**src/rtl/wait_state_controller.sv**
```systemverilog
// Wait-state and READY generator: per-channel programmable wait counts,
// synchronised device-ready inputs and a bus timeout, paced by CPU clock ticks.
module wait_state_controller #(
    parameter int CHANNELS         = 4,
    parameter int WAIT_WIDTH       = 4,
    parameter int IO_DEFAULT_WAIT  = 1,
    parameter int MEM_DEFAULT_WAIT = 0,
    parameter int INTA_WAIT        = 1,
    parameter int TIMEOUT          = 255
) (
    input  logic                           clock,
    input  logic                           reset,
    input  logic                           cpu_clock_posedge,
    input  logic                           cpu_clock_negedge,
    input  logic                           ALE,
    input  logic                           IO_OR_M,
    input  logic                           RD_N,
    input  logic                           WR_N,
    input  logic                           INTA_N,
    input  logic                           HLDA,
    input  logic [CHANNELS-1:0]            channel_select,
    input  logic [CHANNELS*WAIT_WIDTH-1:0] channel_wait,
    input  logic [CHANNELS-1:0]            channel_ready,
    input  logic                           timeout_clear,
    output logic                           RDY,
    output logic                           busy,
    output logic                           timeout_pulse,
    output logic                           timeout_status
);

    localparam int CHAN_W = (CHANNELS > 1) ? $clog2(CHANNELS) : 1;
    localparam logic [WAIT_WIDTH-1:0] IO_W   = WAIT_WIDTH'(IO_DEFAULT_WAIT);
    localparam logic [WAIT_WIDTH-1:0] MEM_W  = WAIT_WIDTH'(MEM_DEFAULT_WAIT);
    localparam logic [WAIT_WIDTH-1:0] INTA_W = WAIT_WIDTH'(INTA_WAIT);
    localparam logic [7:0]            TIMEOUT_CNT = 8'(TIMEOUT);

    typedef enum logic [1:0] {IDLE, COUNT, EXT_WAIT, DONE} state_t;

    state_t                state_q, state_d;
    logic [CHANNELS-1:0]   ready_meta_q, ready_meta_d;
    logic [CHANNELS-1:0]   ready_sync_q, ready_sync_d;
    logic                  is_io_q, is_io_d;
    logic                  hit_q, hit_d;
    logic [CHAN_W-1:0]     chan_q, chan_d;
    logic [WAIT_WIDTH-1:0] count_q, count_d;
    logic [7:0]            timer_q, timer_d;
    logic                  rdy_q, rdy_d;
    logic                  pulse_q, pulse_d;
    logic                  status_q, status_d;

    logic [WAIT_WIDTH-1:0] chan_wait;
    logic [WAIT_WIDTH-1:0] wait_count;
    logic                  chan_ready;
    logic                  ready_src;
    logic                  cmd;

    // Address phase: the lowest-numbered asserted select wins.
    always_comb begin
        // NOTE: every combinational output gets a default first so no path leaves it unassigned (no latch).
        ready_meta_d = channel_ready;
        ready_sync_d = ready_meta_q;
        is_io_d      = is_io_q;
        hit_d        = hit_q;
        chan_d       = chan_q;
        if (ALE) begin
            is_io_d = IO_OR_M;
            hit_d   = |channel_select;
            chan_d  = '0;
            for (int i = CHANNELS - 1; i >= 0; i--) begin
                if (channel_select[i]) chan_d = CHAN_W'(i);
            end
        end
    end

    always_comb begin
        chan_wait  = '0;
        chan_ready = 1'b1;
        for (int i = 0; i < CHANNELS; i++) begin
            if (chan_q == CHAN_W'(i)) begin
                chan_wait  = channel_wait[i*WAIT_WIDTH +: WAIT_WIDTH];
                chan_ready = ready_sync_q[i];
            end
        end
        if (!INTA_N)      wait_count = INTA_W;
        else if (hit_q)   wait_count = chan_wait;
        else if (is_io_q) wait_count = IO_W;
        else              wait_count = MEM_W;
        ready_src = hit_q ? chan_ready : 1'b1;
        cmd       = ~RD_N | ~WR_N | ~INTA_N;
    end

    always_comb begin
        state_d  = state_q;
        rdy_d    = rdy_q;
        count_d  = count_q;
        timer_d  = timer_q;
        pulse_d  = 1'b0;
        status_d = timeout_clear ? 1'b0 : status_q;

        if (HLDA) begin
            state_d = IDLE;
            rdy_d   = 1'b1;
            count_d = '0;
            timer_d = '0;
        end else begin
            unique case (state_q)
                IDLE: begin
                    if (cpu_clock_negedge && cmd) begin
                        if (wait_count != '0) begin
                            state_d = COUNT;
                            rdy_d   = 1'b0;
                            count_d = wait_count;
                        end else if (ready_src) begin
                            state_d = DONE;
                        end else begin
                            state_d = EXT_WAIT;
                            rdy_d   = 1'b0;
                            timer_d = '0;
                        end
                    end
                end
                COUNT: begin
                    if (!cmd) begin
                        state_d = IDLE;
                        rdy_d   = 1'b1;
                        count_d = '0;
                        timer_d = '0;
                    end else if (cpu_clock_posedge) begin
                        count_d = count_q - 1'b1;
                        if (count_q == WAIT_WIDTH'(1)) begin
                            state_d = EXT_WAIT;
                            timer_d = '0;
                        end
                    end
                end
                EXT_WAIT: begin
                    // A ready device always beats a timeout landing on the same tick.
                    if (!cmd) begin
                        state_d = IDLE;
                        rdy_d   = 1'b1;
                        count_d = '0;
                        timer_d = '0;
                    end else if (cpu_clock_negedge && ready_src) begin
                        state_d = DONE;
                        rdy_d   = 1'b1;
                    end else if (cpu_clock_negedge && timer_q == TIMEOUT_CNT) begin
                        state_d  = DONE;
                        rdy_d    = 1'b1;
                        pulse_d  = 1'b1;
                        status_d = 1'b1;
                    end else if (cpu_clock_posedge && timer_q != TIMEOUT_CNT) begin
                        timer_d = timer_q + 8'd1;
                    end
                end
                DONE: begin
                    if (!cmd) state_d = IDLE;
                end
                default: state_d = IDLE;
            endcase
        end
    end

    always_ff @(posedge clock or posedge reset) begin
        if (reset) begin
            state_q      <= IDLE;
            ready_meta_q <= '1;
            ready_sync_q <= '1;
            is_io_q      <= 1'b0;
            hit_q        <= 1'b0;
            chan_q       <= '0;
            count_q      <= '0;
            timer_q      <= '0;
            rdy_q        <= 1'b1;
            pulse_q      <= 1'b0;
            status_q     <= 1'b0;
        end else begin
            // NOTE: non-blocking assignments keep every register sampling pre-edge values.
            state_q      <= state_d;
            ready_meta_q <= ready_meta_d;
            ready_sync_q <= ready_sync_d;
            is_io_q      <= is_io_d;
            hit_q        <= hit_d;
            chan_q       <= chan_d;
            count_q      <= count_d;
            timer_q      <= timer_d;
            rdy_q        <= rdy_d;
            pulse_q      <= pulse_d;
            status_q     <= status_d;
        end
    end

    assign RDY            = rdy_q;
    assign busy           = (state_q == COUNT) || (state_q == EXT_WAIT);
    assign timeout_pulse  = pulse_q;
    assign timeout_status = status_q;

endmodule

```
**config.mk**
```make
export PLATFORM = sky130hd
export DESIGN_NAME = wait_state_controller
export DESIGN_NICKNAME = d
export VERILOG_FILES = /design/src/rtl/wait_state_controller.sv
export SDC_FILE = /design/constraint.sdc
export NUM_CORES = 1
export LEC_CHECK = 0
export BUFFER_PORTS_ARGS = -buffer_cell sky130_fd_sc_hd__buf_2
export CAP_MARGIN = 40
export CORE_MARGIN = 2
export CORE_UTILIZATION = 50
export DETAILED_ROUTE_END_ITERATION = 6
export HOLD_SLACK_MARGIN = 0.1
export PLACE_DENSITY = 0.7
export SLEW_MARGIN = 20
export SYNTH_ARGS = -nofsm -noshare
export SYNTH_HDL_FRONTEND = slang
export SYNTH_SLANG_ARGS = --single-unit
export TNS_END_PERCENT = 100
```
**constraint.sdc**
```tcl
create_clock -name clock -period 2.65 [get_ports clock]
set_clock_uncertainty 0.2 [all_clocks]
set_input_delay 0.265 -clock clock [delete_from_list [all_inputs] [get_ports clock]]
set_output_delay 0.265 -clock clock [all_outputs]
set_load 0.01 [all_outputs]
```
Yosys cells after proc, flatten, opt, wreduce, memory -nomap -nowiden --
Index checks and enable logic that the tools add are counted.
Storage, ports and cells: bits in registers 29, input port bits 35, output and inout bits 4, word-level logic and storage cells 122
Cells by class: add/subtract/negate cells 2, eq/ne operators 23, multiplexer cells 67, bitwise operators 5, reductions and logical operators 14
Operators with widths (number):
- 2-to-1 mux 8 bit | 11
- 2-to-1 mux 4 bit | 12
- 2-to-1 mux 2 bit | 14
- 2-to-1 mux 1 bit | 26
- inequality test 4 bit (second input constant) | 6
- one-hot mux 8 bit (3 select lines) | 1
- inequality test 3 bit (second input constant) | 7
- AND reduction 5 bit | 3
- one-hot mux 4 bit (3 select lines) | 1
- AND reduction 9 bit | 1
- adder 8 x 1 -> 8 bit (second input constant) | 1
- == test 2 bit (second input constant) | 4
- == test 8 bit (second input constant) | 1
- inequality test 8 bit (second input constant) | 1
- one-hot mux 2 bit (4 select lines) | 1
- nonzero test 4 bit | 2
- inequality test 5 bit (second input constant) | 1
- == test 2 x 1 -> 1 bit (second input constant) | 2
- == test 4 x 1 -> 1 bit (second input constant) | 1
- logical AND 1 bit | 4
- logical NOT 2 bit | 2
- OR reduction 4 bit | 1
- subtractor 4 x 1 -> 4 bit (second input constant) | 1
- inverter 1 bit | 3
- other kinds (3) | 4

Depth between registers and ports, before layout --
depth after elaboration 12, depth in mapped cells 8, depth with buffers taken out 7

Worst setup path after synthesis --
No wires, ideal clock.
path type reg-to-reg, from register chan_q[1], to register timer_q[4], library setup time 95 ps, arrival 2117 ps, data required time 2355 ps, setup slack 238 ps, stages on the path, launching flop included 7, buffers on the path 2, period minus slack after synthesis 2412 ps, cell sequence dfrtp_1 buf_2 mux4_2 o41a_1 buf_6 or3_1 o31ai_1
On the way: cells in the longest elaborated chain, start to end 10, elaborated cells between the ends (all ways) 21, those cells by class eq/ne (6); mux (11); reduce/logical (4)
Ends and longest elaborated chain:
- from (decl) | RTL line 44 | logic [CHAN_W-1:0] chan_q, chan_d;
- from (signal assigned) | RTL line 183 | chan_q <= chan_d;
- logical NOT 2 bit | RTL line 79 | if (chan_q == CHAN_W'(i)) begin
- 2-to-1 mux 4 bit (4 in series) | RTL line 79
- 2-to-1 mux 4 bit | RTL line 85 | else if (hit_q) wait_count = chan_wait;
- 2-to-1 mux 4 bit | RTL line 84 | if (!INTA_N) wait_count = INTA_W;
- nonzero test 4 bit | RTL line 109 | if (wait_count != '0) begin
- inequality test 3 bit (no line)
- AND reduction 9 bit (no line) *
- to (signal assigned) | RTL line 185 | timer_q <= timer_d;
- to (decl) | RTL line 46 | logic [7:0] timer_q, timer_d;
Mark *: on every way between the ends. The rest lies on a longest branch, timed or not. A chain may end at the register's enable or synchronous reset.

Final worst setup path --
from register chan_q[0], to register timer_q[7]
Same word-level chain as after synthesis.

==> results.cfg <==
[setup_path]
cpLargestDelayFamily = simple AND/OR/NAND/NOR gates
reg2reg_slack_ns = 0.14
cp-end-kind = flip-flop
max_stage_delay_ns = 0.55
ff2ff_path_depth = 6
arrival_ns = 2.52
worstPathRequired_ns = 2.66
reg2reg_from = chan_q[0]$_DFFE_PP0P_
slowest_stage = or4b_1
startpoint_type = flip-flop
path_max_fanout = 7
crit_chain = buf_4 > mux4_2 > o21ai_1 > a21oi_1 > or4b_1 > nand3_1
worstReg2RegEnd = timer_q[7]$_DFFE_PP0P_
path_buf_inv = 1
crit_type = flip-flop to flip-flop

[route]
drc_errors = 0
wl_met1_mm = 1.959
wl_mm = 4.774
highest_layer = met4
wl_met3_um = 216
avgViaCountPerCell = 6.051
vias = 1797
drt-pass1-iter-count = 5
wl_per_cell_um = 16.07
drtIter0Drc = 168
ant_nets = 0
wl_met2_mm = 2.513

[cts]
cts_tree = built
cts_buffers = 5
clock_latency_ns = 0.28
clock_sinks = 29
ctsLongestPathBuffers = 2
root_buffer = clkbuf_8
path_clk_slew_ns = 0.06
cts-htree-levels = 2

[run_status]
outcome = finished, final reports clean

[final_layout]
seq_area_um2 = 738.2
final_cell_area_um2 = 2455
drive_above_1_share = 0.3695
area_growth_pct = 26.74
final_cell_mix = buf_2 (38), dfrtp_1 (19), inv_1 (16)
final.fill_count = 291
num_antenna_cells = 0
multi_input_area_um2 = 1111
finish.utilization = 0.6655
layout_commonest_cell = buf_2
layout.nets = 290

[global_routing]
grt_max_degree = 18
grt.total_usage = 0.2402
grt_pass1_wl_mm = 7.990
grt_pass1_vias = 1822
antenna_found_initial = 0
grt_overflow = 0

[placement]
pre_cts_ws_ns = 0.03135
io_buffers = 38
place_hpwl_mm = 3.629
placed_area_um2 = 2227
gp_congestion = 0.8712

[pwr]
p_clk_frac = 0.286
internal_power_mw = 1.114
cellPowerDensity_nw_per_um2 = 686.3
power_mw = 1.685
p_comb_frac = 0.386
p_leak_nw = 1.124
p_seq_frac = 0.328
p_sw_frac = 0.3386
netSwitchingPower_mw = 0.5705
peakVddDrop_mv = 0.3680

[sta]
period_minus_slack_ns = 2.507
finalWorstSetupSlack_ns = 0.1429
setup_violations = 0
grt_setup_unrepaired = false
drv_slew = 0
setup_tns_ns = 0
fmax_ghz = 0.3989
period_share = 0.9461
slew_headroom = 0.6387
hold_viol_final = 0
tightest_slew_ns = 0.5370

[die]
rows = 22
io_pins = 39
initial_utilization = 0.5251
die_y_um = 66.24
core_um2 = 3689
die_x_um = 66.24
dieArea_um2 = 4388

[yosys]
synthArstFlopShare = 1.000
synth_edf_count = 0
synth_nets = 230
seq_area_frac_synth = 0.3805
synth_cell_types = 56
synth-seq-cells = 29
netlist_instances = 188
synth_top_flop_cell = dfrtp_1
synth_area_um2 = 1937
syn_avg_cell_area_um2 = 10.30
yosys_warnings = 0

[min_path]
min_to = chan_q[0]$_DFFE_PP0P_
hold_class = primary input to flip-flop
worstHoldStart = ALE
holdPathStages = 2

[job]
cap_violations = 0
-- routing by layer --
metal  up-vias  track usage
li1        845            -
met1       880       0.2957
met2        63       0.4125
met3         9      0.04089
met4         0       0.1020
met5         -            0
-- worst max path at each step --
stage	cells after the start	start	to
floorplan	6	chan_q[1]$_DFFE_PP0P_	timer_q[4]$_DFFE_PP0P_
global placement	6	channel_wait[14]	timer_q[3]$_DFFE_PP0P_
detailed placement	6	channel_wait[2]	timer_q[3]$_DFFE_PP0P_
CTS	4	chan_q[1]$_DFFE_PP0P_	timer_q[3]$_DFFE_PP0P_
global route	5	ready_sync_q[3]$_DFF_PP1_	timer_q[3]$_DFFE_PP0P_
finish	6	chan_q[0]$_DFFE_PP0P_	timer_q[7]$_DFFE_PP0P_
-- state kept, by name (all words and copies together) (netlist names) --
| signal | count |
|---|---|
| count_q | 4 |
| RDY | 1 |
| is_io_q | 1 |
| state_q | 2 |
| timer_q | 8 |
| hit_q | 1 |
| timeout_status | 1 |
| timeout_pulse | 1 |
| ready_meta_q | 4 |
| chan_q | 2 |
| ready_sync_q | 4 |
-- cell usage after synthesis, drive strengths merged, types with 2 or more instances --
master	instances	area share
and3	5	0.016
mux4	7	0.083
nor4b	2	0.0090
a41oi	2	0.0090
buf	3	0.014
nor3	2	0.0052
o211ai	2	0.0077
nand2b	3	0.0097
nor2b	3	0.0097
a31oi	9	0.029
dfrtp	20	0.26
o21ai	6	0.015
nand4	2	0.0065
a21o	2	0.0077
mux2	7	0.041
or3	3	0.0097
o32ai	2	0.0090
nand2	9	0.019
o2bb2ai	4	0.018
a211oi	2	0.010
or4b	2	0.010
ha	7	0.045
or2	10	0.032
o31ai	7	0.027
a21oi	3	0.0077
inv	16	0.031
nor2	6	0.012
nand3	9	0.023
dfstp	9	0.12
clkbuf	2	0.0039
nand3b	3	0.012
o2111ai	2	0.0090
-- power by group through the flow --
stage / clock [mW] / combinational (mW) / sequential, mW
floorplan: 0 / 0.467 / 0.549
finish: 0.481 / 0.650 / 0.553
detailed placement: 0 / 0.622 / 0.561
global placement: 0 / 0.600 / 0.557
global route: 0.509 / 0.720 / 0.561
CTS: 0.490 / 0.639 / 0.553
-- cell families after synthesis --
group | Yosys count | share of synthesized area
AND/OR/NAND/NOR | 66 | 0.2048
flip-flops | 29 | 0.3805
multiplexers | 14 | 0.1240
adder cells (fa/ha/maj) | 7 | 0.04522
buffers and inverters | 21 | 0.04909
AO/OA/AOI/OAI | 51 | 0.1964
-- metrics by stage --
step / hold WS (ns) / instances
2_1_floorplan: 0.06948 / 188
3_3_place_gp: 0.07912 / 279
3_5_place_dp: 0.09062 / 279
4_1_cts: 0.1007 / 297
5_1_grt: 0.1083 / 297
6_report: 0.09976 / 297
-- cell type report --
cell class / count / area share
Clock buffer: 6 / 0.03364
Clock inverter: 2 / 0.01529
Inverter: 16 / 0.02446
Multi-Input combinational cell: 138 / 0.4526
Sequential cell: 29 / 0.3007
Tap cell: 48 / 0.02446
Timing Repair Buffer: 58 / 0.1488
-- what timing repair did --
action / 4_1_cts / 5_1_grt
hold endpoints to repair: 13 / 0
endpoints found under the setup margin: 0 / 6
hold buffers: 10 / 0
gates resized for setup: 0 / 3
buffers inserted: 0 / 0
Note: power is estimated with default switching activity, not from simulation.
